### config.mk
export PLATFORM = sky130hd
export DESIGN_NAME = fetch_stage
export DESIGN_NICKNAME = d
export VERILOG_FILES = /design/src/rtl/fetch_stage.sv
export SDC_FILE = /design/constraint.sdc
export NUM_CORES = 1
export LEC_CHECK = 0
export CAP_MARGIN = 25
export CORE_MARGIN = 8
export CORE_UTILIZATION = 35
export DETAILED_ROUTE_END_ITERATION = 7
export HOLD_SLACK_MARGIN = 0.05
export PLACE_DENSITY_LB_ADDON = 0.15
export REMOVE_ABC_BUFFERS = 1
export SLEW_MARGIN = 20
export SYNTH_ARGS = -nofsm -noshare
export SYNTH_HDL_FRONTEND = slang
export SYNTH_SLANG_ARGS = --single-unit
### constraint.sdc
create_clock -name clk -period 9.1 [get_ports clk]
set_input_delay 1.82 -clock clk [delete_from_list [all_inputs] [get_ports clk]]
set_output_delay 1.82 -clock clk [all_outputs]
set_load 0.005 [all_outputs]
### src/rtl/fetch_stage.sv
// IF stage and IF/ID pipeline register: PC generation, in-order imem fetch with a
// credit-limited tag FIFO, an instruction buffer, and stall/flush/redirect handling.
module fetch_stage #(
    parameter logic [31:0] RESET_PC = 32'h0000_0000,
    parameter int unsigned DEPTH    = 2
) (
    input  logic        clk,
    input  logic        reset_n,
    output logic        imem_req_valid,
    input  logic        imem_req_ready,
    output logic [31:0] imem_req_addr,
    input  logic        imem_rsp_valid,
    input  logic [31:0] imem_rsp_data,
    input  logic        stall_d,
    input  logic        flush_d,
    input  logic        redirect_valid,
    input  logic [31:0] redirect_pc,
    output logic        valid_d,
    output logic [31:0] instr_d,
    output logic [31:0] pcplus4_d,
    output logic [5:0]  op_d,
    output logic [5:0]  funct_d
);

    localparam int unsigned PW = (DEPTH > 1) ? $clog2(DEPTH) : 1;
    localparam int unsigned CW = $clog2(DEPTH + 1);

    typedef logic [PW-1:0] ptr_t;
    typedef logic [CW-1:0] cnt_t;

    localparam logic [CW:0] DEPTH_C = (CW + 1)'(DEPTH);

    function automatic ptr_t ptr_next(input ptr_t p);
        if (p == ptr_t'(DEPTH - 1)) return '0;
        return p + ptr_t'(1);
    endfunction

    logic [31:0] pc_q, pc_d;
    cnt_t        out_q, out_d;
    cnt_t        buf_count_q, buf_count_d;
    cnt_t        drop_q, drop_d;
    ptr_t        tag_rd_q, tag_rd_d, tag_wr_q, tag_wr_d;
    ptr_t        head_q, head_d, tail_q, tail_d;
    logic [31:0] tag_mem_q   [DEPTH];
    logic [31:0] tag_mem_d   [DEPTH];
    logic [31:0] buf_instr_q [DEPTH];
    logic [31:0] buf_instr_d [DEPTH];
    logic [31:0] buf_tag_q   [DEPTH];
    logic [31:0] buf_tag_d   [DEPTH];
    logic        if_valid_q, if_valid_d;
    logic [31:0] if_instr_q, if_instr_d;
    logic [31:0] if_pcplus4_q, if_pcplus4_d;

    logic        load, pop, req_fire, rsp_fire, keep;
    logic [CW:0] credit_used;

    // A buffer pop in this cycle frees its credit immediately, sustaining 1 instr/cycle.
    always_comb begin
        load           = !flush_d && !stall_d;
        pop            = load && (buf_count_q != '0);
        credit_used    = {1'b0, out_q} + {1'b0, buf_count_q} - {{CW{1'b0}}, pop};
        imem_req_valid = reset_n && !redirect_valid && (credit_used < DEPTH_C);
        imem_req_addr  = pc_q;
        req_fire       = imem_req_valid && imem_req_ready;
        rsp_fire       = imem_rsp_valid && (out_q != '0);
        keep           = rsp_fire && (drop_q == '0) && !redirect_valid;
    end

    always_comb begin
        pc_d         = pc_q;
        out_d        = out_q + cnt_t'(req_fire) - cnt_t'(rsp_fire);
        drop_d       = drop_q;
        tag_rd_d     = tag_rd_q;
        tag_wr_d     = tag_wr_q;
        tag_mem_d    = tag_mem_q;
        head_d       = head_q;
        tail_d       = tail_q;
        buf_instr_d  = buf_instr_q;
        buf_tag_d    = buf_tag_q;
        buf_count_d  = buf_count_q + cnt_t'(keep) - cnt_t'(pop);
        if_valid_d   = if_valid_q;
        if_instr_d   = if_instr_q;
        if_pcplus4_d = if_pcplus4_q;

        if (redirect_valid) begin
            pc_d = redirect_pc;
        end else if (req_fire) begin
            pc_d = pc_q + 32'd4;
        end

        if (req_fire) begin
            tag_mem_d[tag_wr_q] = pc_q + 32'd4;
            tag_wr_d            = ptr_next(tag_wr_q);
        end
        if (rsp_fire) begin
            tag_rd_d = ptr_next(tag_rd_q);
        end

        if (keep) begin
            buf_instr_d[tail_q] = imem_rsp_data;
            buf_tag_d[tail_q]   = tag_mem_q[tag_rd_q];
            tail_d              = ptr_next(tail_q);
        end
        if (pop) begin
            head_d = ptr_next(head_q);
        end

        // Everything still in flight after this cycle's response belongs to the old path.
        if (redirect_valid) begin
            drop_d      = out_q - cnt_t'(rsp_fire);
            head_d      = tail_q;
            buf_count_d = '0;
        end else if (rsp_fire && (drop_q != '0)) begin
            drop_d = drop_q - cnt_t'(1);
        end

        if (flush_d) begin
            if_valid_d = 1'b0;
            if_instr_d = '0;
        end else if (load) begin
            if (buf_count_q != '0) begin
                if_valid_d   = 1'b1;
                if_instr_d   = buf_instr_q[head_q];
                if_pcplus4_d = buf_tag_q[head_q];
            end else begin
                if_valid_d = 1'b0;
                if_instr_d = '0;
            end
        end
    end

    always_ff @(posedge clk or negedge reset_n) begin
        if (!reset_n) begin
            pc_q         <= RESET_PC;
            out_q        <= '0;
            buf_count_q  <= '0;
            drop_q       <= '0;
            tag_rd_q     <= '0;
            tag_wr_q     <= '0;
            head_q       <= '0;
            tail_q       <= '0;
            tag_mem_q    <= '{default: '0};
            buf_instr_q  <= '{default: '0};
            buf_tag_q    <= '{default: '0};
            if_valid_q   <= 1'b0;
            if_instr_q   <= '0;
            if_pcplus4_q <= '0;
        end else begin
            pc_q         <= pc_d;
            out_q        <= out_d;
            buf_count_q  <= buf_count_d;
            drop_q       <= drop_d;
            tag_rd_q     <= tag_rd_d;
            tag_wr_q     <= tag_wr_d;
            head_q       <= head_d;
            tail_q       <= tail_d;
            tag_mem_q    <= tag_mem_d;
            buf_instr_q  <= buf_instr_d;
            buf_tag_q    <= buf_tag_d;
            if_valid_q   <= if_valid_d;
            if_instr_q   <= if_instr_d;
            if_pcplus4_q <= if_pcplus4_d;
        end
    end

    assign valid_d   = if_valid_q;
    assign instr_d   = if_instr_q;
    assign pcplus4_d = if_pcplus4_q;
    assign op_d      = if_instr_q[31:26];
    assign funct_d   = if_instr_q[5:0];

endmodule

Word level (Yosys, flattened, before mapping):

Cells that the tools add are included.

* register bits after elaboration: 299
* output and inout port bits: 110
* logic and storage cells: 110

* $add $sub $neg: 13
* order comparisons: 7
* multiplexer cells: 45
* bitwise gates (word level): 5
* reductions and logical operators: 23

Operators by type and width (count)
* 32-bit 2-to-1 mux: 16
* 64-bit bitwise mux: 3
* 32-bit demux with 1-bit select: 2
* 32-bit by 3-bit adder with 32-bit output, second input constant: 1
* 1-bit 2-to-1 mux: 21
* 2-bit nonzero test: 7
* 1-bit logical AND: 11
* 2-bit >= comparator, second input constant: 4
* 1-bit NOT with 2-bit output: 4
* 2-bit 2-to-1 mux: 3
* 2-bit by 1-bit subtractor with 2-bit output: 3
* 1-bit adder, second input constant: 4
* 2-bit by 1-bit adder with 2-bit output: 2
* 2-bit by 1-bit < comparator with 1-bit output, second input constant: 2
* 2-bit by 2-bit adder with 3-bit output: 1
* 1-bit zero test: 3
* 3-bit by 2-bit < comparator with 1-bit output, second input constant: 1
* 3-bit AND reduction: 1
* 3-bit by 1-bit subtractor with 3-bit output: 1
* 2-bit zero test: 1
* 2-bit by 1-bit subtractor with 2-bit output, second input constant: 1
* 1-bit NOT: 1

Depth between registers and ports, before layout:

Gate-level depths: netlist of the first run.

* word-level depth: 9
* depth in mapped cells: 17
* gate-level depth less buffers: 15

Worst setup path after synthesis of the first run:

No wires, ideal clock.

* kind: input to output
* from: in stall_d
* to: out imem_req_valid
* arrival time: 3452 ps
* data required time: 7280 ps
* slack: 3828 ps
* stages: 9
* cells stage by stage: nor2_1 > o21ai_1 > inv_1 > ha_1 > inv_1 > nand2_1 > fa_1 > xnor2_1 > nor3_1

* cells in the longest elaborated chain, start to end: 6

Ends and longest elaborated chain
* start, declared: line 14 `input logic stall_d,`
* 1-bit zero test: line 59 `load = !flush_d && !stall_d;`
* 1-bit logical AND: line 59
* 1-bit logical AND: line 60 `pop = load && (buf_count_q != '0);`
* 3-bit by 1-bit subtractor with 3-bit output: line 61 `credit_used = {1'b0, out_q} + {1'b0, buf_count_q} - {{CW{1'b0}}, pop};`
* 3-bit by 2-bit < comparator with 1-bit output: line 62 `imem_req_valid = reset_n && !redirect_valid && (credit_used < DEPTH_C);`
* 1-bit logical AND: line 62
* end, declared: line 9 `output logic imem_req_valid,`

No other way between the ends.

Final worst setup path of the first run:

* from: in flush_d
* to: out imem_req_valid

* cells in the longest elaborated chain, start to end: 6

Ends and longest elaborated chain
* start, declared: line 15 `input logic flush_d,`
* 1-bit zero test: line 59
* 1-bit logical AND: line 59
* 1-bit logical AND: line 60
* 3-bit by 1-bit subtractor with 3-bit output: line 61
* 3-bit by 2-bit < comparator with 1-bit output: line 62
* 1-bit logical AND: line 62

No other way between the ends.

==> flow_results.xml, run 1 <==
<?xml version="1.0" encoding="UTF-8"?>
<metrics>
  <group name="clocking">
    <metric name="clock_insertion_delay_worst_skew" unit="ps">510</metric>
    <metric name="cts_sinks" unit="">299</metric>
    <metric name="cts_post_setup_buffers_inserted" unit="">0</metric>
    <metric name="clk_path_buf_depth" unit="">3</metric>
    <metric name="tritoncts.num_buffers" unit="">35</metric>
    <metric name="post_cts_resized" unit="">0</metric>
    <metric name="post_cts_hold_buffer_count" unit="">0</metric>
    <metric name="htree_levels" unit="">2</metric>
    <metric name="clkTransAtPathRegs" unit="ps">50</metric>
    <metric name="tritoncts" unit="">built</metric>
    <metric name="cts-root-buf" unit="">sky130_fd_sc_hd__clkbuf_16</metric>
  </group>
  <group name="drt">
    <metric name="ant_nets" unit="">0</metric>
    <metric name="dr_total_vias" unit="">9803</metric>
    <metric name="detail_route.drc_violations" unit="">0</metric>
    <metric name="wirelength" unit="um">36500</metric>
    <metric name="number_of_detailed_route_iterations_in_the_first_pass" unit="">5</metric>
    <metric name="detail_route.vias_per_cell" unit="">5.10</metric>
    <metric name="detail_route.wl_per_cell" unit="um">19.0</metric>
    <metric name="drt_iter0_drc" unit="">595</metric>
  </group>
  <group name="floorplanning">
    <metric name="dieWidth" unit="um">212</metric>
    <metric name="std_cell_rows" unit="">72</metric>
    <metric name="ioPinCount" unit="">181</metric>
    <metric name="floorplan.die_area" unit="mm2">0.0451</metric>
    <metric name="initial_core_util" unit="%">35.2</metric>
    <metric name="die_height" unit="um">212</metric>
    <metric name="area_inside_the_core_boundary" unit="mm2">0.0384</metric>
  </group>
  <group name="power_and_ir_drop">
    <metric name="post-layout-total-power" unit="W">0.00493</metric>
    <metric name="cellLeakagePower" unit="nW">7.14</metric>
    <metric name="cellPowerDensity" unit="mW/mm2">295</metric>
    <metric name="ir_drop" unit="mV">0.121</metric>
  </group>
  <group name="timing">
    <metric name="finalCritPeriodShare" unit="%">73.9</metric>
    <metric name="fin_tns_setup" unit="ps">0</metric>
    <metric name="maxSlewHeadroom" unit="%">38.3</metric>
    <metric name="worst-slew-pin-transition" unit="ps">925</metric>
    <metric name="final-max-slew-violation-count" unit="">0</metric>
    <metric name="finalCriticalPeriod" unit="ps">6730</metric>
    <metric name="hold_slack" unit="ps">471</metric>
    <metric name="finalClockSkew" unit="ps">14.7</metric>
    <metric name="hold_viol" unit="">0</metric>
    <metric name="achievable_frequency" unit="MHz">149</metric>
    <metric name="setup_viol" unit="">0</metric>
    <metric name="rsz_0062_raised_after_global_routing" unit="">false</metric>
  </group>
  <group name="worst_setup_path">
    <metric name="type_of_destination_of_the_critical_path" unit="">output pin</metric>
    <metric name="critical_path_peak_fanout" unit="">7</metric>
    <metric name="peak_per_stage_delay_on_the_critical_path" unit="ps">500</metric>
    <metric name="critPathSlowestCell" unit="">sky130_fd_sc_hd__nor2_1</metric>
    <metric name="cp-start-kind" unit="">primary input</metric>
    <metric name="setup.worst_path.class" unit="">in -&gt; out</metric>
    <metric name="path_cells" unit="">clkdlybuf4s50_1 -&gt; nor2_1 -&gt; o21ai_4 -&gt; inv_1 -&gt; ha_1 -&gt; inv_1 -&gt; nand2_1 -&gt; fa_1 -&gt; xnor2_1 -&gt; nor3_1 -&gt; clkdlybuf4s50_1</metric>
    <metric name="crit_arrival" unit="ps">4910</metric>
    <metric name="worstPathRequired" unit="ps">7280</metric>
  </group>
  <group name="worst_hold_path">
    <metric name="min-delay-path-class" unit="">reg -&gt; reg</metric>
  </group>
  <group name="synthesis">
    <metric name="synth_top_flop_cell" unit="">sky130_fd_sc_hd__dfrtp_1</metric>
    <metric name="ff_latch_count_synth" unit="">299</metric>
    <metric name="synth_top_area_cell" unit="">sky130_fd_sc_hd__dfrtp_1</metric>
    <metric name="synthMostInstantiatedCell" unit="">sky130_fd_sc_hd__dfrtp_1</metric>
    <metric name="netlist_top_cells_count" unit="">sky130_fd_sc_hd__dfrtp_1 (299), sky130_fd_sc_hd__nand2_1 (174), sky130_fd_sc_hd__o21ai_0 (138)</metric>
    <metric name="synth.area.top_cells" unit="">sky130_fd_sc_hd__dfrtp_1 (55%), sky130_fd_sc_hd__mux2i_1 (7.2%), sky130_fd_sc_hd__mux2_2 (5.6%)</metric>
    <metric name="ys_types" unit="">56</metric>
    <metric name="synthArstFlopShare" unit="%">100</metric>
    <metric name="synth-edff-count" unit="">0</metric>
    <metric name="syn_area_per_cell" unit="um2">10.7</metric>
    <metric name="synth.top_cell.area_share" unit="%">55.4</metric>
    <metric name="syn_inst" unit="">1256</metric>
    <metric name="post_synth_instance_area" unit="mm2">0.0135</metric>
    <metric name="synth.yosys.warnings" unit="">0</metric>
    <metric name="yosysSeqAreaShare" unit="%">55.4</metric>
  </group>
  <group name="placement">
    <metric name="buffer_ports.inserted" unit="">180</metric>
    <metric name="replace_congestion" unit="">0.822</metric>
    <metric name="place.detailed.hpwl" unit="um">23700</metric>
  </group>
  <group name="global_routing">
    <metric name="maximum_number_of_pins_on_one_net_before_global_route_repair" unit="">152</metric>
    <metric name="grt_remaining_overflow" unit="">0</metric>
    <metric name="via_count_of_the_first_global_routing_pass" unit="">9885</metric>
    <metric name="grtUsageTotal" unit="%">16.3</metric>
    <metric name="grt_antenna_before_repair" unit="">0</metric>
    <metric name="grt_pass1_wl" unit="um">58300</metric>
  </group>
  <group name="status">
    <metric name="outcome" unit="">finished clean</metric>
  </group>
  <group name="finish">
    <metric name="fillerInstances" unit="">3701</metric>
    <metric name="final_nets" unit="">1463</metric>
    <metric name="insertedDiodeCount" unit="">0</metric>
    <metric name="drive_gt1_share" unit="%">11.2</metric>
    <metric name="syn_to_final_growth" unit="%">23.8</metric>
  </group>
  <group name="flow_run">
    <metric name="max_cap_viol_count" unit="">0</metric>
  </group>
</metrics>
## path summary, 6_finish.rpt
kind	to	startpoint	cells past startpoint	slack (ps)
worst min-delay path	tag_mem_q[1]	tag_mem_q[1]	2	470
worst max-delay path	imem_req_valid	flush_d	11	2370
worst min register to register	tag_mem_q[1]	tag_mem_q[1]	2	470
min in group asynchronous	buf_instr_q[58]	reset_n	1	1330
worst max register to register	out_q[1]	buf_count_q[1]	14	5570
max in group asynchronous	buf_tag_q[50]	reset_n	2	6400
## through the flow
stage,setup slack (ps),instance area [um2],cells,utilization [%]
2_1_floorplan,469,12900,1147,-
3_3_place_gp,2460,15600,1861,40.5
3_5_place_dp,2440,15600,1863,40.7
4_1_cts,2430,16700,1920,43.5
5_1_grt,2250,16700,1921,43.6
6_report,2370,16700,1921,43.6
## layout by cell type, fill, tap and decap left out, drive strengths merged, types with 9 or more instances in the layout
| cell type | count |
|---|---|
| mux2 | 67 |
| inv | 14 |
| dfrtp | 299 |
| or3 | 13 |
| or4 | 29 |
| a31oi | 27 |
| nand2 | 174 |
| nand4 | 17 |
| nand3 | 32 |
| mux2i | 97 |
| buf | 21 |
| xnor2 | 13 |
| a221o | 9 |
| nor2 | 67 |
| a22oi | 14 |
| xor2 | 10 |
| nor3 | 10 |
| clkbuf | 53 |
| clkdlybuf4s50 | 178 |
| o21ai | 139 |
| a21oi | 36 |
| o211ai | 17 |
## registers in the layout (all words and copies together), names as in the netlist
register       cells
out_q              2
buf_count_q        2
buf_instr_q       64
instr_d           32
tag_rd_q           1
tag_mem_q         64
imem_req_addr     32
drop_q             2
tail_q             1
pcplus4_d         32
buf_tag_q         64
tag_wr_q           1
valid_d            1
head_q             1
## where the power goes
part           switching [W]  internal, W  leakage [nW]
logic               0.000687     0.000736          2.81
clock network       0.000533     0.000794         0.529
registers           0.000335      0.00184          3.81
## metal layers
| metal | vias to the layer above | global-route usage [%] | share of wire (%) |
|---|---|---|---|
| met4 | 0 | 3.78 | 1.8 |
| met5 | - | 0 | 0 |
| met1 | 4806 | 22.8 | 48 |
| met3 | 43 | 3.04 | 5.3 |
| met2 | 227 | 26.0 | 45 |
| li1 | 4727 | - | - |
## critical path, delay by kind of cell
family          cells  cell delay [ps]
simple gates        3              700
compound gates      1              110
xor+xnor            1              500
buf+inv             4             1120
fa+ha+maj           2              650
## cell type report
cell class / instances / area, um2 / share of cell area [%]
clock buffer: 53 / 1060 / 6.32
multi-input combinational: 833 / 5440 / 32.5
sequential: 299 / 7490 / 44.8
timing repair buffer: 199 / 2000 / 12.0
inverter: 15 / 56.3 / 0.337
clock inverter: 4 / 22.5 / 0.135
tap: 518 / 648 / 3.88
## cells by family after synthesis
group	Yosys count	share of synthesized area, %
compound gates	263	11.4
fa+ha+maj	9	0.890
mux	164	12.8
buf+inv	124	4.62
flops	299	55.4
simple gates	374	13.4
xor+xnor	23	1.49
Note: power is estimated with default switching activity, not from simulation.
==> run 2: changes to the inputs <==
==> constraint.sdc (replaced) <==
create_clock -name clk -period 7 [get_ports clk]
set_input_delay 1.4 -clock clk [delete_from_list [all_inputs] [get_ports clk]]
set_output_delay 1.4 -clock clk [all_outputs]
set_load 0.005 [all_outputs]
==> flow_results.xml, run 2 (synthesis gave the netlist of run 1 again) <==
<?xml version="1.0" encoding="UTF-8"?>
<metrics>
  <group name="status">
    <metric name="outcome" unit="">finished clean</metric>
  </group>
  <group name="worst_setup_path">
    <metric name="path_cells" unit="">clkdlybuf4s50_1 -&gt; nor2_1 -&gt; o21ai_4 -&gt; inv_1 -&gt; ha_1 -&gt; inv_1 -&gt; nand2_1 -&gt; fa_1 -&gt; xnor2_1 -&gt; nor3_1 -&gt; clkdlybuf4s50_1</metric>
    <metric name="critical_path.reg2reg.startpoint" unit="">buf_count_q[1]</metric>
    <metric name="setup.worst_path.class" unit="">in -&gt; out</metric>
    <metric name="critPathSlowestCell" unit="">sky130_fd_sc_hd__clkdlybuf4s50_1</metric>
    <metric name="peak_per_stage_delay_on_the_critical_path" unit="ps">590</metric>
    <metric name="worstPathRequired" unit="ps">5600</metric>
    <metric name="worstSetupStartpoint" unit="">flush_d</metric>
    <metric name="cp-start-kind" unit="">primary input</metric>
    <metric name="crit_arrival" unit="ps">4480</metric>
    <metric name="critical_path_peak_fanout" unit="">7</metric>
    <metric name="type_of_destination_of_the_critical_path" unit="">output pin</metric>
    <metric name="critical_path.n_buffers_inverters" unit="">4</metric>
    <metric name="critPathTopFamily" unit="">buffers and inverters</metric>
  </group>
  <group name="timing">
    <metric name="final-max-slew-violation-count" unit="">0</metric>
    <metric name="hold_viol" unit="">0</metric>
    <metric name="fin_tns_setup" unit="ps">0</metric>
    <metric name="hold_slack" unit="ps">473</metric>
    <metric name="finalClockSkew" unit="ps">15.3</metric>
    <metric name="achievable_frequency" unit="MHz">170</metric>
    <metric name="finalCriticalPeriod" unit="ps">5880</metric>
    <metric name="worst-slew-pin-transition" unit="ps">957</metric>
    <metric name="rsz_0062_raised_after_global_routing" unit="">false</metric>
    <metric name="finalCritPeriodShare" unit="%">84.1</metric>
    <metric name="maxSlewHeadroom" unit="%">36.2</metric>
    <metric name="setup_viol" unit="">0</metric>
  </group>
  <group name="flow_run">
    <metric name="max_cap_viol_count" unit="">0</metric>
  </group>
  <group name="drt">
    <metric name="number_of_detailed_route_iterations_in_the_first_pass" unit="">5</metric>
    <metric name="ant_nets" unit="">0</metric>
    <metric name="detail_route.vias_per_cell" unit="">5.10</metric>
    <metric name="detailed_routed_wire_length_on_met2" unit="um">16200</metric>
    <metric name="drt_iter0_drc" unit="">594</metric>
    <metric name="routed-wl-met3" unit="um">2080</metric>
    <metric name="dr_total_vias" unit="">9808</metric>
    <metric name="detail_route.drc_violations" unit="">0</metric>
    <metric name="detail_route.wl_per_cell" unit="um">18.9</metric>
    <metric name="wl_met1" unit="um">17400</metric>
    <metric name="wirelength" unit="um">36400</metric>
    <metric name="highest_layer" unit="">met4</metric>
  </group>
  <group name="power_and_ir_drop">
    <metric name="post-layout-total-power" unit="W">0.00640</metric>
    <metric name="cellLeakagePower" unit="nW">7.14</metric>
    <metric name="switching_share" unit="%">31.7</metric>
    <metric name="power.share.combinational" unit="%">28.1</metric>
    <metric name="clock_network_fraction_of_design_power" unit="%">27.1</metric>
    <metric name="power.sequential.fraction" unit="%">44.7</metric>
    <metric name="cell_internal_power" unit="W">0.00437</metric>
    <metric name="netSwitchingPower" unit="W">0.00203</metric>
    <metric name="ir_drop" unit="mV">0.134</metric>
    <metric name="cellPowerDensity" unit="mW/mm2">383</metric>
  </group>
  <group name="placement">
    <metric name="replace_congestion" unit="">0.800</metric>
    <metric name="placement.cell_area" unit="mm2">0.0156</metric>
    <metric name="buffer_ports.inserted" unit="">180</metric>
    <metric name="place.detailed.hpwl" unit="um">23500</metric>
  </group>
  <group name="clocking">
    <metric name="post_cts_hold_buffer_count" unit="">0</metric>
    <metric name="cts_sinks" unit="">299</metric>
    <metric name="cts-root-buf" unit="">sky130_fd_sc_hd__clkbuf_16</metric>
    <metric name="clk_path_buf_depth" unit="">3</metric>
    <metric name="tritoncts.num_buffers" unit="">35</metric>
    <metric name="clock_insertion_delay_worst_skew" unit="ps">520</metric>
    <metric name="tritoncts" unit="">built</metric>
    <metric name="htree_levels" unit="">2</metric>
    <metric name="clkTransAtPathRegs" unit="ps">60</metric>
    <metric name="post_cts_resized" unit="">0</metric>
    <metric name="cts_post_setup_buffers_inserted" unit="">0</metric>
  </group>
  <group name="worst_hold_path">
    <metric name="min-delay-path-class" unit="">reg -&gt; reg</metric>
    <metric name="min_from" unit="">tag_mem_q[35]</metric>
  </group>
  <group name="finish">
    <metric name="insertedDiodeCount" unit="">0</metric>
    <metric name="mostFrequentLayoutCell" unit="">sky130_fd_sc_hd__dfrtp_1</metric>
    <metric name="syn_to_final_growth" unit="%">23.7</metric>
    <metric name="biggestRegsByFlops" unit="">buf_instr_q: 64 flops, buf_tag_q: 64 flops, tag_mem_q: 64 flops</metric>
    <metric name="drive_gt1_share" unit="%">11.2</metric>
    <metric name="fin_area" unit="mm2">0.0167</metric>
    <metric name="most-common-layout-cells" unit="">sky130_fd_sc_hd__dfrtp_1 (297), sky130_fd_sc_hd__clkdlybuf4s50_1 (178), sky130_fd_sc_hd__nand2_1 (174)</metric>
    <metric name="final_nets" unit="">1463</metric>
  </group>
  <group name="global_routing">
    <metric name="maximum_number_of_pins_on_one_net_before_global_route_repair" unit="">177</metric>
    <metric name="grtUsageTotal" unit="%">16.4</metric>
    <metric name="grt_pass1_wl" unit="um">58100</metric>
    <metric name="grt_remaining_overflow" unit="">0</metric>
    <metric name="grt_antenna_before_repair" unit="">0</metric>
    <metric name="via_count_of_the_first_global_routing_pass" unit="">9974</metric>
  </group>
  <group name="floorplanning">
    <metric name="die_height" unit="um">212</metric>
    <metric name="floorplan.die_area" unit="mm2">0.0451</metric>
    <metric name="dieWidth" unit="um">212</metric>
    <metric name="std_cell_rows" unit="">72</metric>
    <metric name="ioPinCount" unit="">181</metric>
    <metric name="initial_core_util" unit="%">35.2</metric>
    <metric name="area_inside_the_core_boundary" unit="mm2">0.0384</metric>
  </group>
</metrics>
run 2: worst paths after layout:
| path | slack (ps) | to | cells past startpoint |
|---|---|---|---|
| setup reg to reg | 3740 | out_q[1] | 15 |
| hold / removal | 470 | tag_mem_q[35] | 2 |
| min in group asynchronous | 850 | instr_d[14] | 1 |
| hold reg to reg | 470 | tag_mem_q[35] | 2 |
| max in group asynchronous | 4020 | tag_mem_q[52] | 3 |
| setup / recovery | 1120 | imem_req_valid | 11 |
run 2: power by group through the flow:
stage	sequential [W]	clock [W]	combinational, W
floorplan	0.00283	0	0.00115
global placement	0.00288	0	0.00179
detailed placement	0.00290	0	0.00183
CTS	0.00287	0.00180	0.00184
global route	0.00297	0.00187	0.00203
finish	0.00286	0.00174	0.00180
run 2: layout make-up:
cell class / instances / area (um2)
clock buffers: 56 / 1070
clock inverters: 4 / 20.0
fillers: 3743 / 21700
inverters: 15 / 56.3
multi-input cells: 833 / 5440
flip-flops and latches: 299 / 7490
well taps: 518 / 648
repair buffers: 199 / 1980
run 2: stage by stage:
| stage | util, % | setup slack, ps | instances |
|---|---|---|---|
| floorplan | - | -1210 | 1147 |
| global placement | 40.6 | 1210 | 1863 |
| detailed placement | 40.6 | 1200 | 1863 |
| CTS | 43.4 | 1180 | 1923 |
| global route | 43.5 | 942 | 1924 |
| finish | 43.5 | 1120 | 1924 |
run 2: routing by layer:
metal / vias to the layer above / GRT usage, %
li1: 4723 / -
met1: 4784 / 22.6
met2: 253 / 25.7
met3: 48 / 3.74
met4: 0 / 3.97
met5: - / 0
run 2: worst min-delay path, delay by kind of cell, from the launching register on:
kind          cells  cell delay, ps
flops             1             340
simple gates      2             100
